[config.mk]
export PLATFORM = sky130hd
export DESIGN_NAME = int_sink_accum
export DESIGN_NICKNAME = d
export VERILOG_FILES = /design/src/rtl/int_sink_accum.sv
export SDC_FILE = /design/constraint.sdc
export NUM_CORES = 1
export LEC_CHECK = 0
export BUFFER_PORTS_ARGS = -buffer_cell sky130_fd_sc_hd__buf_2
export CAP_MARGIN = 25
export CORE_MARGIN = 10
export CORE_UTILIZATION = 50
export CTS_CLUSTER_DIAMETER = 120
export DETAILED_ROUTE_END_ITERATION = 16
export PLACE_DENSITY = 0.74
export SYNTH_ARGS = -nofsm -noshare
export SYNTH_HDL_FRONTEND = slang
export SYNTH_SLANG_ARGS = --single-unit
[constraint.sdc]
create_clock -name clk -period 4.36 [get_ports clk]
set_clock_uncertainty 0.1 [all_clocks]
set_input_delay 0.436 -clock clk [delete_from_list [all_inputs] [get_ports clk]]
set_output_delay 0.436 -clock clk [all_outputs]
set_load 0.1 [all_outputs]
[src/rtl/int_sink_accum.sv]
`default_nettype none
// ============================================================================
// Module   : int_sink_accum
// Brief    : Back-pressured sink for a signed integer stream. Values enter a
//            small FIFO over valid/ready and are drained one per cycle into a
//            signed accumulator that reports sum, sample count and a sticky
//            overflow flag.
// Config   : INT_SINK_ACC_SAT_EN - when defined, the accumulator clamps to
//            the signed limits on overflow instead of wrapping.
// Revision : 1.0 - initial release
// ============================================================================
module int_sink_accum #(
  parameter int WIDTH = 32,
  parameter int DEPTH = 4
) (
  input  logic                     clk,
  input  logic                     rst,
  input  logic                     in_valid,
  output logic                     in_ready,
  input  logic [WIDTH-1:0]         in_data,
  input  logic                     acc_en,
  input  logic                     clear,
  output logic [WIDTH-1:0]         sum,
  output logic [15:0]              count,
  output logic                     overflow,
  output logic [$clog2(DEPTH):0]   level
);

  localparam int AW = $clog2(DEPTH);
  localparam int LW = AW + 1;
  localparam logic [LW-1:0] FULL_LEVEL = LW'(DEPTH);
`ifdef INT_SINK_ACC_SAT_EN
  localparam logic [WIDTH-1:0] SUM_MAX = {1'b0, {(WIDTH-1){1'b1}}};
  localparam logic [WIDTH-1:0] SUM_MIN = {1'b1, {(WIDTH-1){1'b0}}};
`endif

  logic [WIDTH-1:0] mem_q [DEPTH];
  logic [AW-1:0]    wr_ptr_q, wr_ptr_d;
  logic [AW-1:0]    rd_ptr_q, rd_ptr_d;
  logic [LW-1:0]    level_q,  level_d;
  logic [WIDTH-1:0] sum_q,    sum_d;
  logic [15:0]      count_q,  count_d;
  logic             ovf_q,    ovf_d;

  logic             push;
  logic             pop;
  logic [WIDTH-1:0] head;
  logic [WIDTH-1:0] raw_sum;
  logic             ovf_det;
  logic [WIDTH-1:0] acc_val;

  // Ready depends only on occupancy: a full FIFO refuses data even if it pops.
  assign in_ready = (level_q != FULL_LEVEL);
  assign push     = in_valid && in_ready;
  // clear wins over a pop so the cleared sum never absorbs a sample.
  assign pop      = acc_en && (level_q != '0) && !clear;
  assign head     = mem_q[rd_ptr_q];

  assign sum      = sum_q;
  assign count    = count_q;
  assign overflow = ovf_q;
  assign level    = level_q;

  // Signed add of head into the running sum with overflow detection.
  always_comb begin
    raw_sum = sum_q + head;
    ovf_det = (sum_q[WIDTH-1] == head[WIDTH-1]) &&
              (raw_sum[WIDTH-1] != sum_q[WIDTH-1]);
`ifdef INT_SINK_ACC_SAT_EN
    // Operand sign tells which rail was crossed.
    if (ovf_det) begin
      acc_val = sum_q[WIDTH-1] ? SUM_MIN : SUM_MAX;
    end else begin
      acc_val = raw_sum;
    end
`else
    acc_val = raw_sum;
`endif
  end

  // Next-state for FIFO pointers/occupancy and accumulator registers.
  always_comb begin
    wr_ptr_d = wr_ptr_q;
    rd_ptr_d = rd_ptr_q;
    level_d  = level_q;
    sum_d    = sum_q;
    count_d  = count_q;
    ovf_d    = ovf_q;

    // Pointers are AW bits wide, so the increment wraps modulo DEPTH.
    if (push) begin
      wr_ptr_d = wr_ptr_q + AW'(1);
    end
    if (pop) begin
      rd_ptr_d = rd_ptr_q + AW'(1);
    end

    case ({push, pop})
      2'b10:   level_d = level_q + LW'(1);
      2'b01:   level_d = level_q - LW'(1);
      default: level_d = level_q;
    endcase

    if (clear) begin
      sum_d   = '0;
      count_d = '0;
      ovf_d   = 1'b0;
    end else if (pop) begin
      sum_d   = acc_val;
      count_d = (count_q == 16'hFFFF) ? count_q : count_q + 16'd1;
      ovf_d   = ovf_q | ovf_det;
    end
  end

  // Control and accumulator state; reset discards any pending entries.
  always_ff @(posedge clk) begin
    if (rst) begin
      wr_ptr_q <= '0;
      rd_ptr_q <= '0;
      level_q  <= '0;
      sum_q    <= '0;
      count_q  <= '0;
      ovf_q    <= 1'b0;
    end else begin
      wr_ptr_q <= wr_ptr_d;
      rd_ptr_q <= rd_ptr_d;
      level_q  <= level_d;
      sum_q    <= sum_d;
      count_q  <= count_d;
      ovf_q    <= ovf_d;
    end
  end

  // FIFO storage; entries beyond level are never read, so no reset is needed.
  always_ff @(posedge clk) begin
    if (push) begin
      mem_q[wr_ptr_q] <= in_data;
    end
  end

endmodule
`default_nettype wire

Word level (Yosys, flattened, before mapping)
Memories as Yosys holds them, arrays and structs flattened. A register that Yosys moved wholly into a read port is not among the register bits.
Index checks and enable logic that the tools add are counted.
{ "op_classes": {"bitwise": 2, "mul": 0, "eq_ne": 6, "addsub": 6, "div": 0, "mux": 5, "shift": 0, "n_lt_le_gt_ge": 0, "n_reduce_logical": 9} }
{ "op_table": {"columns": ["cell", "count"], "rows": [
  ["32-bit adder", 1],
  ["16-bit by 1-bit adder with 16-bit output, second input constant", 1],
  ["16-bit == test, second input constant", 1],
  ["3-bit case mux with 2 select lines", 1],
  ["2-bit by 1-bit adder with 2-bit output, second input constant", 2],
  ["1-bit logical AND", 4],
  ["2-bit 2-to-1 mux", 2],
  ["3-bit by 1-bit adder with 3-bit output, second input constant", 1],
  ["3-bit != test, second input constant", 1],
  ["3-bit nonzero test", 1],
  ["3-bit by 1-bit subtractor with 3-bit output, second input constant", 1],
  ["2-bit by 1-bit == test with 1-bit output, second input constant", 1],
  ["2-bit == test, second input constant", 1],
  ["1-bit 2-to-1 mux", 2],
  ["2-bit AND reduction", 1],
  ["2-bit nonzero test", 1],
  ["2-bit OR reduction", 1],
  ["1-bit == test", 1],
  ["1-bit logical NOT", 1],
  ["1-bit != test", 1],
  ["1-bit NOT", 1],
  ["1-bit bitwise OR", 1]
]} }
{ "word_totals": {"wordCells": 35, "memories": 1, "output_inout_bits": 53, "ramBits": 128, "romBits": 0, "register_bits": 56, "latch_bits": 0, "inputBits": 37} }
{ "mem_list": {"columns": ["name", "words", "width", "read_ports", "rd_ports_with_merged_regs", "wr", "line_no", "source"], "rows": [
  ["mem_q", 4, 32, 1, 1, 1, "37", "logic [WIDTH-1:0] mem_q [DEPTH];"]
]} }

Depth between registers and ports, before layout
Gate-level depths: netlist (run 1).
{ "logic_depth": {"depth_word": 5, "ltp_mapped": 14, "depth_no_buf": 12} }

Worst setup path before layout (run 1)
No wires, ideal clock.
{ "synth_path": {"path_kind": "register -> register", "from": "register level_q[2] (netlist: level[2])", "to": "register level_q[2] (netlist: level[2])", "stages_incl_launch_ff": 10, "synth_period_minus_slack_ns": 4.036, "arrival_ns": 3.866, "required_time_ns": 4.190, "setup_slack_ns": 0.324, "setup_time_ns": 0.070, "n_path_buf": 0, "path_cell_list": "dfxtp_1 > nand3_1 > and2_1 > inv_1 > ha_1 > inv_1 > fa_1 > xor2_1 > or3_1 > a21oi_1"} }
{ "synth_between": {"word_cells_on_any_way": 11, "cone_classes": "2 x add/sub; 3 x eq/ne; 1 x mux; 5 x reduce/logical"} }
{ "synth_rtl": {"columns": ["item", "line_no", "source"], "rows": [
  ["start, declared", "40", "logic [LW-1:0] level_q, level_d;"],
  ["start signal, assigned", "127", "level_q <= level_d;"],
  ["3-bit != test *", "53", "assign in_ready = (level_q != FULL_LEVEL);"],
  ["named net in_ready", "19", "output logic in_ready,"],
  ["1-bit logical AND *", "54", "assign push = in_valid && in_ready;"],
  ["2-bit by 1-bit == test with 1-bit output or 2-bit == test (tied branches)", "98", "case ({push, pop})"],
  ["3-bit case mux with 2 select lines or 2-bit nonzero test (tied branches)", null, null]
]} }
The timed path passes the listed nets; every way through them passes the cells marked *.
A chain may end at the register's enable or synchronous reset.

==> out/results.txt, run 1 <==
Final GP Congestion -> 0.9364
syn_area_per_cell -> 12.99 sq um
ANT cells -> 0
DP Worst Slack -> 0.5471 ns
CP required -> 4.57 ns
register area share after synthesis -> 0.5955
critical path's slowest cell -> dfxtp_1
Initial Util -> 0.5086
pwr dens -> 475.9 nW/um^2
layout cells sized above 1 -> 0.2237
clk root buf -> clkbuf_16
post-synth top area cell -> edfxtp_1
internal reg-to-reg setup slack -> 0.45 ns
routed vias -> 5573
Slew headroom -> 0.3589
post-synthesis register bit count -> 186
kind of critical path -> reg -> reg
Final Critical Period -> 3.906 ns
Fin Setup TNS -> 0 ns
CTS tree -> yes
Die Span X -> 149.7 um
Die ar. -> 22400 sq um
Worst-Margin Slew -> 0.9617 ns
final wirelength -> 18500 um
Starting DRT DRC Count -> 438
CTS Hold Bufs -> 0
top cells by area, synth -> edfxtp_1, dfxtp_1, mux4_2
Slew Limit Fails -> 0
min-delay worst type -> in -> reg
pin count of the biggest net entering global routing -> 46
Area Overhead vs Synth -> 15.30%
Final Hold Vio Count -> 0
worst path cell trace -> buf_4 -> mux4_2 -> ha_1 -> fa_1 -> a21oi_1 -> or3b_1 -> a211o_1 -> o211ai_2 -> o21ai_2 -> o221ai_1 -> o31ai_1 -> xor2_1 -> o21ai_1
Reg2Reg Depth -> 13
H-tree levels -> 4
Most used DFF post-synth -> edfxtp_1
Clock Sinks -> 186
cell count after synthesis -> 647
leak pwr -> 0.003669 uW
Tcrit/Tclk final -> 0.8959
total gr overflow -> 0
input/output buffers -> 89
Slowest Stage Delay on Critical Path -> 0.63 ns
Worst EP arrival -> 4.12 ns
Setup Fix Bufs, Post-CTS -> 0
DP HPWL -> 12900 um
fin worst setup slack -> 0.4537 ns
Async S/R FF share, synth -> 0
Final setup viols -> 0
TritonCTS buffer count -> 17
fin util -> 0.5864
# rows -> 47
initial antenna violation count -> 0
RSZ-0062 raised after global routing -> no
reg2reg end -> sum[28]
post-cts resize count -> 0
Vias/cell -> 5.739
CP Capture Type -> register
Max Cap Violations -> 0
nets -> 814
Commonest cells post-synth -> edfxtp_1, nand2_1, dfxtp_1
clock slew at reported path FFs -> 0.07 ns
first-pass GRT wire length -> 29660 um
Post-DRT Antenna Nets -> 0
Distinct cells, synth -> 52
drt wl/cell -> 19.05 um
core area -> 16520 sq um
drt drc -> 0
critical path launch point type -> register
yosys warns -> 0
status -> complete, no violations
most common cell in the synthesized netlist -> edfxtp_1
Synth Cell Area -> 8404 sq um
Max FO, Critical Path -> 10
vias in the first global route -> 5766
first-pass iteration count of the detailed router -> 7
syn_nets -> 723
gr usage total -> 0.1671
clock latency on the worst-skew pair -> 0.43 ns
worst setup path end -> sum[28]
# IOs -> 90
Peak VDD IR -> 0.0003254 V
fmax -> 0.2560 GHz
Synth top area share -> 0.4573
Post-synth EDFFs -> 128
maximum buffer depth of the clock tree -> 2
die height -> 149.7 um
area by class of cell:
cell class / instances / area [sq um]
Fill cell: 1304 / 6834
Sequential cell: 186 / 5006
Multi-Input combinational cell: 423 / 3269
Timing Repair Buffer: 99 / 520.5
Clock buffer: 19 / 432.9
Tap cell: 220 / 275.3
Clock inverter: 13 / 145.1
Inverter: 11 / 41.29
state kept, by name, summed over array words and instances (netlist names), named ones only:
name	count
mem_q	128
overflow	1
sum	32
rd_ptr_q	2
level	3
count	16
wr_ptr_q	2
layout by cell type, fill, tap and decap left out, drive strengths merged, types with 15 or more instances in the layout:
master,count
a21o,17
a21oi,57
buf,99
clkbuf,19
dfxtp,58
edfxtp,128
ha,37
mux4,32
nand2,70
nand3,15
nor2,37
o21ai,24
xnor2,19
xor2,22
routing by layer:
layer	part of all wire	routed length [um]	vias to the layer above	global-route usage
met5	0	0	-	0
met4	0.019	360	0	0.06463
met1	0.42	7853	2767	0.2008
met2	0.50	9328	150	0.2888
li1	-	-	2629	-
met3	0.052	959	27	0.03442
logic make-up after synthesis:
| group | after synthesis | share of synthesized area |
|---|---|---|
| AND/OR/NAND/NOR | 175 | 0.09796 |
| XOR/XNOR | 41 | 0.04273 |
| adder cells (fa/ha/maj) | 39 | 0.05985 |
| flip-flops | 186 | 0.5955 |
| buffers and inverters | 38 | 0.01712 |
| multiplexers | 33 | 0.08694 |
| AO/OA/AOI/OAI | 135 | 0.09990 |
where the power goes:
group	internal, uW	leakage (uW)	total, uW	switching, uW
Sequential	2010	0.00164	2070	64.2
Combinational	337	0.00176	1040	699
Clock	849	0.000264	1510	658
Total	3190	0.00367	4610	1420
worst min path at each step:
stage	start	endpoint	slack, ns	depth (start not counted)
floorplan	wr_ptr_q[1]	wr_ptr_q[1]	0.37	2
global placement	sum[29]	sum[29]	0.36	2
finish	in_data[16]	mem_q[0][16]	0.11	1
global route	in_data[23]	mem_q[3][23]	0.11	1
detailed placement	sum[4]	sum[4]	0.37	2
CTS	in_data[16]	mem_q[3][16]	0.10	1
worst max-delay path, delay by kind of cell (launching register included):
family,cells,cell delay (ns)
multiplexers,1,0.33
flip-flops,1,0.63
adder cells (fa/ha/maj),2,0.65
buffers and inverters,1,0.29
AND/OR/NAND/NOR,1,0.18
AO/OA/AOI/OAI,7,1.40
XOR/XNOR,1,0.20
metrics by stage:
stage                     std cells  power, uW  hold WS [ns]  area [sq um]
after detailed placement        939       3136        0.3671          9112
final                           971       4612        0.1145          9691
after global routing            971       4806        0.1077          9691
after CTS                       971       4637        0.1001          9691
after floorplan                 647       2892        0.3692          8404
after global placement          939       3108        0.3649          9112
(Power assumes the default switching activity.)
==> run 2: changes to the inputs <==
--- a/config.mk
+++ b/config.mk
@@ -8,10 +8,11 @@
 export BUFFER_PORTS_ARGS = -buffer_cell sky130_fd_sc_hd__buf_2
 export CAP_MARGIN = 25
 export CORE_MARGIN = 10
-export CORE_UTILIZATION = 50
+export CORE_UTILIZATION = 45
+export CTS_BUF_LIST = sky130_fd_sc_hd__clkbuf_2 sky130_fd_sc_hd__clkbuf_4 sky130_fd_sc_hd__clkbuf_8
 export CTS_CLUSTER_DIAMETER = 120
 export DETAILED_ROUTE_END_ITERATION = 16
-export PLACE_DENSITY = 0.74
+export PLACE_DENSITY = 0.68
 export SYNTH_ARGS = -nofsm -noshare
 export SYNTH_HDL_FRONTEND = slang
 export SYNTH_SLANG_ARGS = --single-unit
==> run 2 against run 1 <==
Flip-flop and latch count stayed put; via count is 0.84% lower; design area is 1.5% lower; fmax is 2.2% higher; critical path type unchanged; register-to-register slack better by 0.08 ns; die area is 9.6% higher; highest routed layer is now met5; setup slack better by 0.083 ns.
==> out/results.txt, run 2 (synthesis results as in run 1) <==
Final Critical Period -> 3.823 ns
Max FO, Critical Path -> 11
critical path buffer and inverter count -> 0
most common cell after layout, fill and taps aside -> edfxtp_1
clk root buf -> clkbuf_8
Post-DRT Antenna Nets -> 0
gr usage total -> 0.1505
Filler Cells Inserted -> 1530
Placed Cells -> 948
Power, Total -> 4319 uW
Largest register FFs -> 128
input/output buffers -> 89
clock latency on the worst-skew pair -> 0.47 ns
Slew headroom -> 0.3689
DP Worst Slack -> 0.5665 ns
leak pwr -> 0.003611 uW
routed vias -> 5526
CTS tree -> yes
Initial Util -> 0.4631
CP delay by family, top -> compound AO/OA/AOI/OAI gates
Die ar. -> 24540 sq um
final wirelength -> 18500 um
Max Cap Violations -> 0
pin count of the biggest net entering global routing -> 46
Area Overhead vs Synth -> 13.61%
first-pass GRT wire length -> 28990 um
Clock Sinks -> 186
Starting DRT DRC Count -> 260
first-pass iteration count of the detailed router -> 4
Gate power share -> 0.240
critical path's slowest cell -> dfxtp_2
Clock Power Share -> 0.282
Final Hold Vio Count -> 0
# rows -> 49
CTS Hold Bufs -> 0
core area -> 18150 sq um
TritonCTS buffer count -> 17
Setup Fix Bufs, Post-CTS -> 0
fin worst setup slack -> 0.5370 ns
Final setup viols -> 0
Sequential Area -> 5006 sq um
Non-Filler Instances -> 980
kind of critical path -> reg -> reg
most frequent cells in the layout -> edfxtp_1, buf_2, nand2_1, dfxtp_1, a21oi_1
clock slew at reported path FFs -> 0.10 ns
Peak VDD IR -> 0.0002080 V
NetSw -> 1400 uW
Int Pwr -> 2919 uW
footprint of the multi-input gates -> 3269 sq um
H-tree levels -> 4
Die Span X -> 156.7 um
Top reg by flops -> mem_q
Final GP Congestion -> 0.9200
CP required -> 4.62 ns
layout cells sized above 1 -> 0.2277
RSZ-0062 raised after global routing -> no
Worst EP arrival -> 4.09 ns
drt wl/cell -> 18.88 um
sequential share of power -> 0.479
sw frac -> 0.3241
die height -> 156.7 um
drt drc -> 0
Fin Setup TNS -> 0 ns
ANT cells -> 0
Slew Limit Fails -> 0
start point of the worst hold path -> in_data[12]
min-delay worst type -> in -> reg
worst path cell trace -> mux4_2 -> ha_1 -> fa_1 -> a21oi_1 -> or3b_1 -> a211o_1 -> o211ai_2 -> o21ai_2 -> o221ai_1 -> o31ai_1 -> xor2_1 -> o21ai_1
Tcrit/Tclk final -> 0.8768
DP HPWL -> 13110 um
pwr dens -> 452.3 nW/um^2
total gr overflow -> 0
critical path launch point type -> register
Worst-Margin Slew -> 0.9467 ns
Vias/cell -> 5.639
# IOs -> 90
status -> complete, no violations
initial antenna violation count -> 1
nets -> 814
maximum buffer depth of the clock tree -> 2
Slowest Stage Delay on Critical Path -> 0.59 ns
CP Capture Type -> register
fmax -> 0.2616 GHz
vias in the first global route -> 5616
post-cts resize count -> 0
[run 2: cell type report]
cell class              instances  share of cell area
flip-flops and latches        186              0.5243
clock buffers                  17             0.02451
inverters                      11            0.004324
well taps                     229             0.03001
repair buffers                 99             0.05451
clock inverters                15             0.01992
multi-input cells             423              0.3424
[run 2: final timing paths]
| check | slack, ns | end | depth (start not counted) |
|---|---|---|---|
| setup / recovery | 0.54 | sum[28] | 12 |
| hold / removal | 0.07 | mem_q[0][12] | 1 |
| setup reg to reg | 0.54 | sum[28] | 12 |
| hold reg to reg | 0.38 | sum[29] | 2 |
[run 2: metal layers]
layer	wire length [um]	up-vias	GRT usage
met5	18	-	0
met4	329	2	0.06292
met3	866	25	0.03536
met2	9049	122	0.2502
met1	8236	2744	0.1848
li1	-	2633	-
[run 2: worst reg2reg max path, cell delays in order, from the launching register on]
cell and delay [ns]:
dfxtp_2 0.59, mux4_2 0.58, ha_1 0.25, fa_1 0.41, a21oi_1 0.18, or3b_1 0.18
a211o_1 0.15, o211ai_2 0.12, o21ai_2 0.28, o221ai_1 0.25, o31ai_1 0.35, xor2_1 0.19
o21ai_1 0.09
[run 2: per-stage QoR]
| step | util | area [sq um] | hold slack (ns) |
|---|---|---|---|
| after detailed placement | 0.5028 | 9124 | 0.3694 |
| after global placement | 0.5028 | 9124 | 0.3627 |
| after floorplan | - | 8404 | 0.3692 |
| final | 0.5261 | 9548 | 0.07361 |
| after global routing | 0.5261 | 9548 | 0.04840 |
| after CTS | 0.5261 | 9548 | 0.05361 |
[run 2: power groups by stage]
| stage | Sequential [uW] | Clock [uW] | Combinational (uW) |
|---|---|---|---|
| after floorplan | 2290 | 0 | 599 |
| after global placement | 2100 | 0 | 1010 |
| after detailed placement | 2110 | 0 | 1030 |
| after CTS | 2070 | 1240 | 1040 |
| after global routing | 2080 | 1310 | 1120 |
| final | 2070 | 1220 | 1040 |
